[src/rtl/cpu_path_scheduler.sv]
// Round-robin scheduler sharing one path-planning CPU among N_REQ requesters.
// Each job: latch SP/EP, hold cpu_reset, run until done or timeout, respond, then idle a gap.
//
//   state    | meaning
//   IDLE     | waiting for a request; SP==EP jobs are answered here without a CPU run
//   RST_HOLD | cpu_reset high for RESET_CYCLES cycles, cpu_done ignored
//   RUN      | waiting for cpu_done, bounded by TIMEOUT_CYCLES
//   GAP      | enforced quiet period before the next grant
module cpu_path_scheduler #(
    parameter int N_REQ          = 2,
    parameter int NODE_W         = 8,
    parameter int SIZE_W         = 8,
    parameter int RESET_CYCLES   = 10000,
    parameter int TIMEOUT_CYCLES = 5000000,
    parameter int GAP_CYCLES     = 1000
) (
    input  logic                     clk_50M,
    input  logic                     reset,
    input  logic [N_REQ-1:0]         req_valid,
    input  logic [N_REQ*NODE_W-1:0]  req_sp,
    input  logic [N_REQ*NODE_W-1:0]  req_ep,
    output logic [N_REQ-1:0]         req_ready,
    output logic [NODE_W-1:0]        SP,
    output logic [NODE_W-1:0]        EP,
    output logic                     cpu_reset,
    input  logic                     cpu_done,
    input  logic [SIZE_W-1:0]        cpu_size,
    output logic [N_REQ-1:0]         resp_valid,
    output logic [SIZE_W-1:0]        resp_size,
    output logic                     resp_timeout,
    output logic                     busy,
    output logic [1:0]               state
);

    localparam int GAP_EFF = (GAP_CYCLES < 1) ? 1 : GAP_CYCLES;
    localparam int MAX_RT  = (RESET_CYCLES > TIMEOUT_CYCLES) ? RESET_CYCLES : TIMEOUT_CYCLES;
    localparam int MAX_CNT = (MAX_RT > GAP_EFF) ? MAX_RT : GAP_EFF;
    localparam int CNT_W   = $clog2(MAX_CNT + 1);
    localparam int PTR_W   = (N_REQ > 1) ? $clog2(N_REQ) : 1;

    typedef enum logic [1:0] {
        ST_IDLE     = 2'd0,
        ST_RST_HOLD = 2'd1,
        ST_RUN      = 2'd2,
        ST_GAP      = 2'd3
    } state_t;

    state_t              state_q, state_d;
    logic [CNT_W-1:0]    cnt_q, cnt_d;
    logic [PTR_W-1:0]    rr_ptr_q, rr_ptr_d;
    logic [PTR_W-1:0]    owner_q, owner_d;
    logic [NODE_W-1:0]   sp_q, sp_d;
    logic [NODE_W-1:0]   ep_q, ep_d;
    logic [N_REQ-1:0]    resp_valid_q, resp_valid_d;
    logic [SIZE_W-1:0]   resp_size_q, resp_size_d;
    logic                resp_timeout_q, resp_timeout_d;

    logic                grant_any;
    logic [PTR_W-1:0]    grant_idx;
    logic [NODE_W-1:0]   grant_sp;
    logic [NODE_W-1:0]   grant_ep;

    // First valid requester at or after rr_ptr, wrapping.
    always_comb begin
        int idx;
        grant_any = 1'b0;
        grant_idx = '0;
        idx       = 0;
        for (int k = 0; k < N_REQ; k++) begin
            idx = int'(rr_ptr_q) + k;
            if (idx >= N_REQ) begin
                idx = idx - N_REQ;
            end
            if (!grant_any && req_valid[idx]) begin
                grant_any = 1'b1;
                grant_idx = PTR_W'(idx);
            end
        end
    end

    assign grant_sp = req_sp[grant_idx*NODE_W +: NODE_W];
    assign grant_ep = req_ep[grant_idx*NODE_W +: NODE_W];

    always_comb begin
        state_d        = state_q;
        cnt_d          = cnt_q;
        rr_ptr_d       = rr_ptr_q;
        owner_d        = owner_q;
        sp_d           = sp_q;
        ep_d           = ep_q;
        resp_valid_d   = '0;
        resp_size_d    = resp_size_q;
        resp_timeout_d = resp_timeout_q;

        case (state_q)
            ST_IDLE: begin
                if (grant_any) begin
                    sp_d     = grant_sp;
                    ep_d     = grant_ep;
                    owner_d  = grant_idx;
                    rr_ptr_d = (grant_idx == PTR_W'(N_REQ - 1)) ? '0 : grant_idx + 1'b1;
                    if (grant_sp == grant_ep) begin
                        resp_valid_d   = N_REQ'(1) << grant_idx;
                        resp_size_d    = SIZE_W'(1);
                        resp_timeout_d = 1'b0;
                    end else begin
                        state_d = ST_RST_HOLD;
                        cnt_d   = CNT_W'(RESET_CYCLES - 1);
                    end
                end
            end
            ST_RST_HOLD: begin
                if (cnt_q == '0) begin
                    state_d = ST_RUN;
                    cnt_d   = CNT_W'(TIMEOUT_CYCLES - 1);
                end else begin
                    cnt_d = cnt_q - 1'b1;
                end
            end
            ST_RUN: begin
                // Done takes priority over a timeout landing on the same cycle.
                if (cpu_done) begin
                    resp_valid_d   = N_REQ'(1) << owner_q;
                    resp_size_d    = cpu_size;
                    resp_timeout_d = 1'b0;
                    state_d        = ST_GAP;
                    cnt_d          = CNT_W'(GAP_EFF - 1);
                end else if (cnt_q == '0) begin
                    resp_valid_d   = N_REQ'(1) << owner_q;
                    resp_size_d    = '0;
                    resp_timeout_d = 1'b1;
                    state_d        = ST_GAP;
                    cnt_d          = CNT_W'(GAP_EFF - 1);
                end else begin
                    cnt_d = cnt_q - 1'b1;
                end
            end
            ST_GAP: begin
                if (cnt_q == '0) begin
                    state_d = ST_IDLE;
                end else begin
                    cnt_d = cnt_q - 1'b1;
                end
            end
            default: state_d = ST_IDLE;
        endcase
    end

    always_ff @(posedge clk_50M) begin
        if (reset) begin
            state_q        <= ST_IDLE;
            cnt_q          <= '0;
            rr_ptr_q       <= '0;
            owner_q        <= '0;
            sp_q           <= '0;
            ep_q           <= '0;
            resp_valid_q   <= '0;
            resp_size_q    <= '0;
            resp_timeout_q <= 1'b0;
        end else begin
            state_q        <= state_d;
            cnt_q          <= cnt_d;
            rr_ptr_q       <= rr_ptr_d;
            owner_q        <= owner_d;
            sp_q           <= sp_d;
            ep_q           <= ep_d;
            resp_valid_q   <= resp_valid_d;
            resp_size_q    <= resp_size_d;
            resp_timeout_q <= resp_timeout_d;
        end
    end

    // Accept pulse is combinational in IDLE; masked while reset is asserted.
    assign req_ready    = (state_q == ST_IDLE && grant_any && !reset) ? (N_REQ'(1) << grant_idx) : '0;
    assign SP           = sp_q;
    assign EP           = ep_q;
    assign cpu_reset    = (state_q == ST_RST_HOLD);
    assign resp_valid   = resp_valid_q;
    assign resp_size    = resp_size_q;
    assign resp_timeout = resp_timeout_q;
    assign busy         = (state_q != ST_IDLE);
    assign state        = state_q;

endmodule
[config.mk]
export PLATFORM = sky130hd
export DESIGN_NAME = cpu_path_scheduler
export DESIGN_NICKNAME = d
export VERILOG_FILES = /design/src/rtl/cpu_path_scheduler.sv
export SDC_FILE = /design/constraint.sdc
export NUM_CORES = 1
export LEC_CHECK = 0
export CELL_PAD_IN_SITES_DETAIL_PLACEMENT = 1
export CELL_PAD_IN_SITES_GLOBAL_PLACEMENT = 1
export CORE_MARGIN = 4
export CORE_UTILIZATION = 39
export DETAILED_ROUTE_END_ITERATION = 16
export HOLD_SLACK_MARGIN = 0.03
export PLACE_DENSITY_LB_ADDON = 0.1
export SLEW_MARGIN = 15
export SYNTH_ARGS = -nofsm -noshare
export SYNTH_HDL_FRONTEND = slang
export SYNTH_SLANG_ARGS = --single-unit
[constraint.sdc]
create_clock -name clk_50M -period 5.6 [get_ports clk_50M]
set_input_delay 1.12 -clock clk_50M [delete_from_list [all_inputs] [get_ports clk_50M]]
set_output_delay 1.12 -clock clk_50M [all_outputs]
set_load 0.03 [all_outputs]
* Word level (Yosys, flattened, before mapping) *
Index checks and enable logic that the tools add are counted.

storage, ports and cells
  bits in registers = 54
  latch bits = 0
  bits in writable memories = 0
  ROM bits = 0
  input port bits = 45
  output and inout bits = 33
  logic and storage cells = 89
  memories kept = 0

operators by class
  add/sub/neg operators = 5
  $mul = 0
  divide/modulo/power cells = 0
  order comparisons = 4
  equal/unequal tests = 11
  shift-type cells = 4
  mux-type cells = 43
  bitwise gates (word level) = 0
  reductions and logical operators = 13

operators by type and width
  kind                                                                   count
  23-bit two-way mux                                                     6
  23-bit case mux with 4 select lines                                    1
  32-bit by 3-bit < comparator with 1-bit output, second input constant  2
  32-bit two-way mux                                                     2
  8-bit two-way mux                                                      4
  16-bit by 5-bit variable part select with 8-bit output                 2
  23-bit zero test                                                       1
  23-bit by 1-bit subtractor with 23-bit output, second input constant   1
  2-bit two-way mux                                                      11
  8-bit case mux with 2 select lines                                     1
  1-bit two-way mux                                                      15
  2-bit inequality test, second input constant                           5
  8-bit == test                                                          1
  2-bit case mux with 4 select lines                                     1
  5-bit AND reduction                                                    1
  2-bit == test, second input constant                                   2
  2-bit case mux with 2 select lines                                     1
  4-bit AND reduction                                                    1
  2-bit nonzero test                                                     2
  1-bit by 1-bit << shifter with 2-bit output, first input constant      2
  1-bit logical AND                                                      3
  3-bit inequality test, second input constant                           1
  3-bit AND reduction                                                    1
  1-bit by 2-bit subtractor with 3-bit output, second input constant     1
  11 further kinds                                                       12

* Longest topological paths before layout *
  depth in word-level cells = 14
  gate-level depth with buffers = 9

* Worst setup path after synthesis *
No wires, ideal clock.

  path type = in2out
  from = input port req_valid[0]
  to = output port req_ready[0]
  arrival = 2468 ps
  data required time = 4480 ps
  slack = 2012 ps
  stages = 5
  buffers on the path = 2
  path through = nand2b_1 -> and2_1 -> clkbuf_1 -> clkbuf_1 -> nor3_1

on the way
  word-level cells in the longest chain between the ends = 10
  elaborated cells on any way between the ends = 16

ends and longest elaborated chain
  what                                                   RTL line  source
  from (decl)                                            19        input logic [N_REQ-1:0] req_valid,
  1-bit two-way mux (implied by the code) (3 in series)  74        if (!grant_any && req_valid[idx]) begin
  1-bit two-way mux                                      74
  1-bit zero test                                        74
  1-bit logical AND                                      74
  1-bit two-way mux                                      74
  1-bit logical AND (2 in series)                        174       assign req_ready = (state_q == ST_IDLE && grant_any && !reset) ? (N_REQ'(1) << grant_idx) : '0;
  2-bit two-way mux (*)                                  174
  to (decl)                                              22        output logic [N_REQ-1:0] req_ready,

Every way passes the cells marked *; elsewhere a longest branch is shown, timed or not. The select of a mux whose other input is x is not followed.

* Worst setup path after layout *
  from = input port req_valid[0]
  to = output port req_ready[1]

The elaborated chain is that of the path after synthesis.

==> impl_metrics.yaml <==
status:
  status: "completed"
sta:
  clock.fmax_mhz: 233
  min_period_ns: 4.29
  slew_viol_final: 0
  finalSetupViolCount: 0
  finalHoldViolations: 0
  setup-tns-final_ns: 0
  fin_worst_skew_ns: 0.0138
  tightest_slew_ns: 0.815
  finalCritPeriodShare: 0.766
  rsz0062_at_grt: "false"
  max_slew_margin: 0.456
worst_hold_path:
  holdCritPathClass: "flop to flop"
yosys:
  synth_common_cells: "nand2_1 (66), dfxtp_1 (54), nor2_1 (42)"
  yosys_warnings: 0
  synth_area_leaders: "dfxtp_1 (33%), nand2_1 (7.6%), a311oi_1 (4.8%)"
  synth_edf_count: 0
  postSynthAreaPerCell_sq_um: 7.81
  synth_top_area_share: 0.330
  synth.most_common_cell: "nand2_1"
  ys_seq_elements: 54
  ys_dominant_reg_cell: "dfxtp_1"
  synth_area_leader_cell: "dfxtp_1"
  synth.cell_area_sq_mm: 0.00328
  netlist_instances: 420
  ys_seq_area_frac: 0.330
  async_flop_share: 0
  syn_nets: 472
  synth.distinct_cells: 62
clock_tree:
  clock_path_buffers: 2
  cts_buffers: 5
  cts_tree: "done"
  htreeDepth: 2
  clock-root-buffer: "clkbuf_8"
  clock_sinks: 54
  clock_latency_ns: 0.31
  hold_buffers: 0
  postCtsSetupBuffers: 0
  cts_resized: 0
  path_clk_slew_ns: 0.09
floorplan:
  start_util: 0.399
  fp.dieH_um: 99.7
  rows: 33
  io_pins: 78
  core_sq_mm: 0.00822
  die_w_um: 99.7
  die-area_sq_mm: 0.00994
placed_design:
  hpwlAfterDp_mm: 8.39
  portBuffers: 77
  gp_congestion: 0.853
  placed_cells: 582
  place_area_sq_mm: 0.00411
pwr:
  power_density_mw_per_mm2: 456
  irDropWorstVdd_uv: 268
  power.total_mw: 1.93
  power.leakage_nw: 1.55
global_route:
  overflow: 0
  antenna_found_initial: 0
  grt_pass1_vias: 3639
  grt_usage: 0.227
  grt_max_degree: 53
  grt_pass1_wl_mm: 18.5
worst_setup_path:
  path_class: "primary input to primary output"
  cp.arrival_ns: 3.17
  critPathRequiredTime_ns: 4.48
  start_kind: "primary input"
  setup.worst_path.end_class: "primary output"
  crit_fanout: 19
drt:
  wirelength_mm: 11.4
  wire_per_inst_um: 19.2
  drt_pass1_iterations: 4
  antenna_left: 0
  via_per_inst: 6.02
  drt_iter0_drc: 215
  drc_errors: 0
  vias: 3551
layout:
  areaGrowthSynthToFinish_pct: 28.8
  drive_above_1_share: 0.0577
  post-route-util: 0.514
  nNetsFinal: 536
  fin_cells: 590
  fill_cells: 999
  final_area_sq_mm: 0.00423
  n_antenna_cell: 0
  multi_input_area_sq_mm: 0.00205
  layout.area.seq_sq_mm: 0.00108
run:
  cap_violations: 0
==> power breakdown <==
part / total, mW / internal (mW) / switching, mW
sequential: 0.539 / 0.467 / 0.0719
clock: 0.271 / 0.134 / 0.137
combinational: 1.12 / 0.404 / 0.711
==> layer usage <==
layer / vias to the layer above / share of wire / global-route usage
li1: 1698 / - / -
met2: 83 / 0.47 / 0.363
met5: - / 0 / 0
met3: 11 / 0.035 / 0.0252
met1: 1759 / 0.48 / 0.321
met4: 0 / 0.011 / 0.0630
==> cells by family after synthesis <==
kind of cell / count (synthesis) / synth area share
fa+ha+maj: 7 / 0.0267
flops: 54 / 0.330
xor+xnor: 16 / 0.0427
buf+inv: 41 / 0.0485
simple gates: 181 / 0.268
compound gates: 121 / 0.285
==> stage by stage <==
step,hold WS (ns),setup slack (ns)
2_1_floorplan,0.439,2.01
3_3_place_gp,0.454,1.39
3_5_place_dp,0.459,1.30
4_1_cts,0.479,1.30
5_1_grt,0.509,1.19
6_report,0.478,1.31
==> final timing paths <==
kind	start	endpoint	slack, ns	depth (start not counted)
worst min-delay path	resp_size[7]	resp_size[7]	0.48	2
worst max-delay path	req_valid[0]	req_ready[1]	1.31	5
worst min register to register	resp_size[7]	resp_size[7]	0.48	2
worst max register to register	rr_ptr_q	cnt_q[22]	2.59	7
==> registers in the layout, indices dropped and copies added (netlist names) <==
register	flops
cnt_q	23
EP	8
SP	8
resp_size	8
resp_valid	2
state	2
owner_q	1
resp_timeout	1
rr_ptr_q	1
==> final cells by class <==
type / instances / share of cell area
Sequential cell: 54 / 0.256
Multi-Input combinational cell: 325 / 0.484
Inverter: 18 / 0.0160
Clock buffer: 6 / 0.0172
Clock inverter: 2 / 0.00888
Timing Repair Buffer: 80 / 0.187
Tap cell: 105 / 0.0311
==> worst max-delay path: stages <==
cell,delay (ns)
clkdlybuf4s50_1,0.46
nand2b_1,0.14
nand2_1,0.40
nor3_1,0.33
clkdlybuf4s50_1,0.71
==> placed cells by master (no fill, tap or decap), types with 11 or more instances in the layout <==
| master | netlist | routed |
|---|---|---|
| nand3_1 | 20 | 20 |
| nor3_1 | 11 | 11 |
| o31ai_1 | 11 | 11 |
| clkdlybuf4s50_1 | 0 | 76 |
| inv_1 | 18 | 18 |
| nand2_1 | 66 | 66 |
| a311oi_1 | 18 | 18 |
| dfxtp_1 | 54 | 54 |
| a21oi_1 | 16 | 16 |
| nor2_1 | 42 | 41 |
| o21ai_0 | 14 | 14 |
No activity file was read; power rests on OpenSTA's default activity.
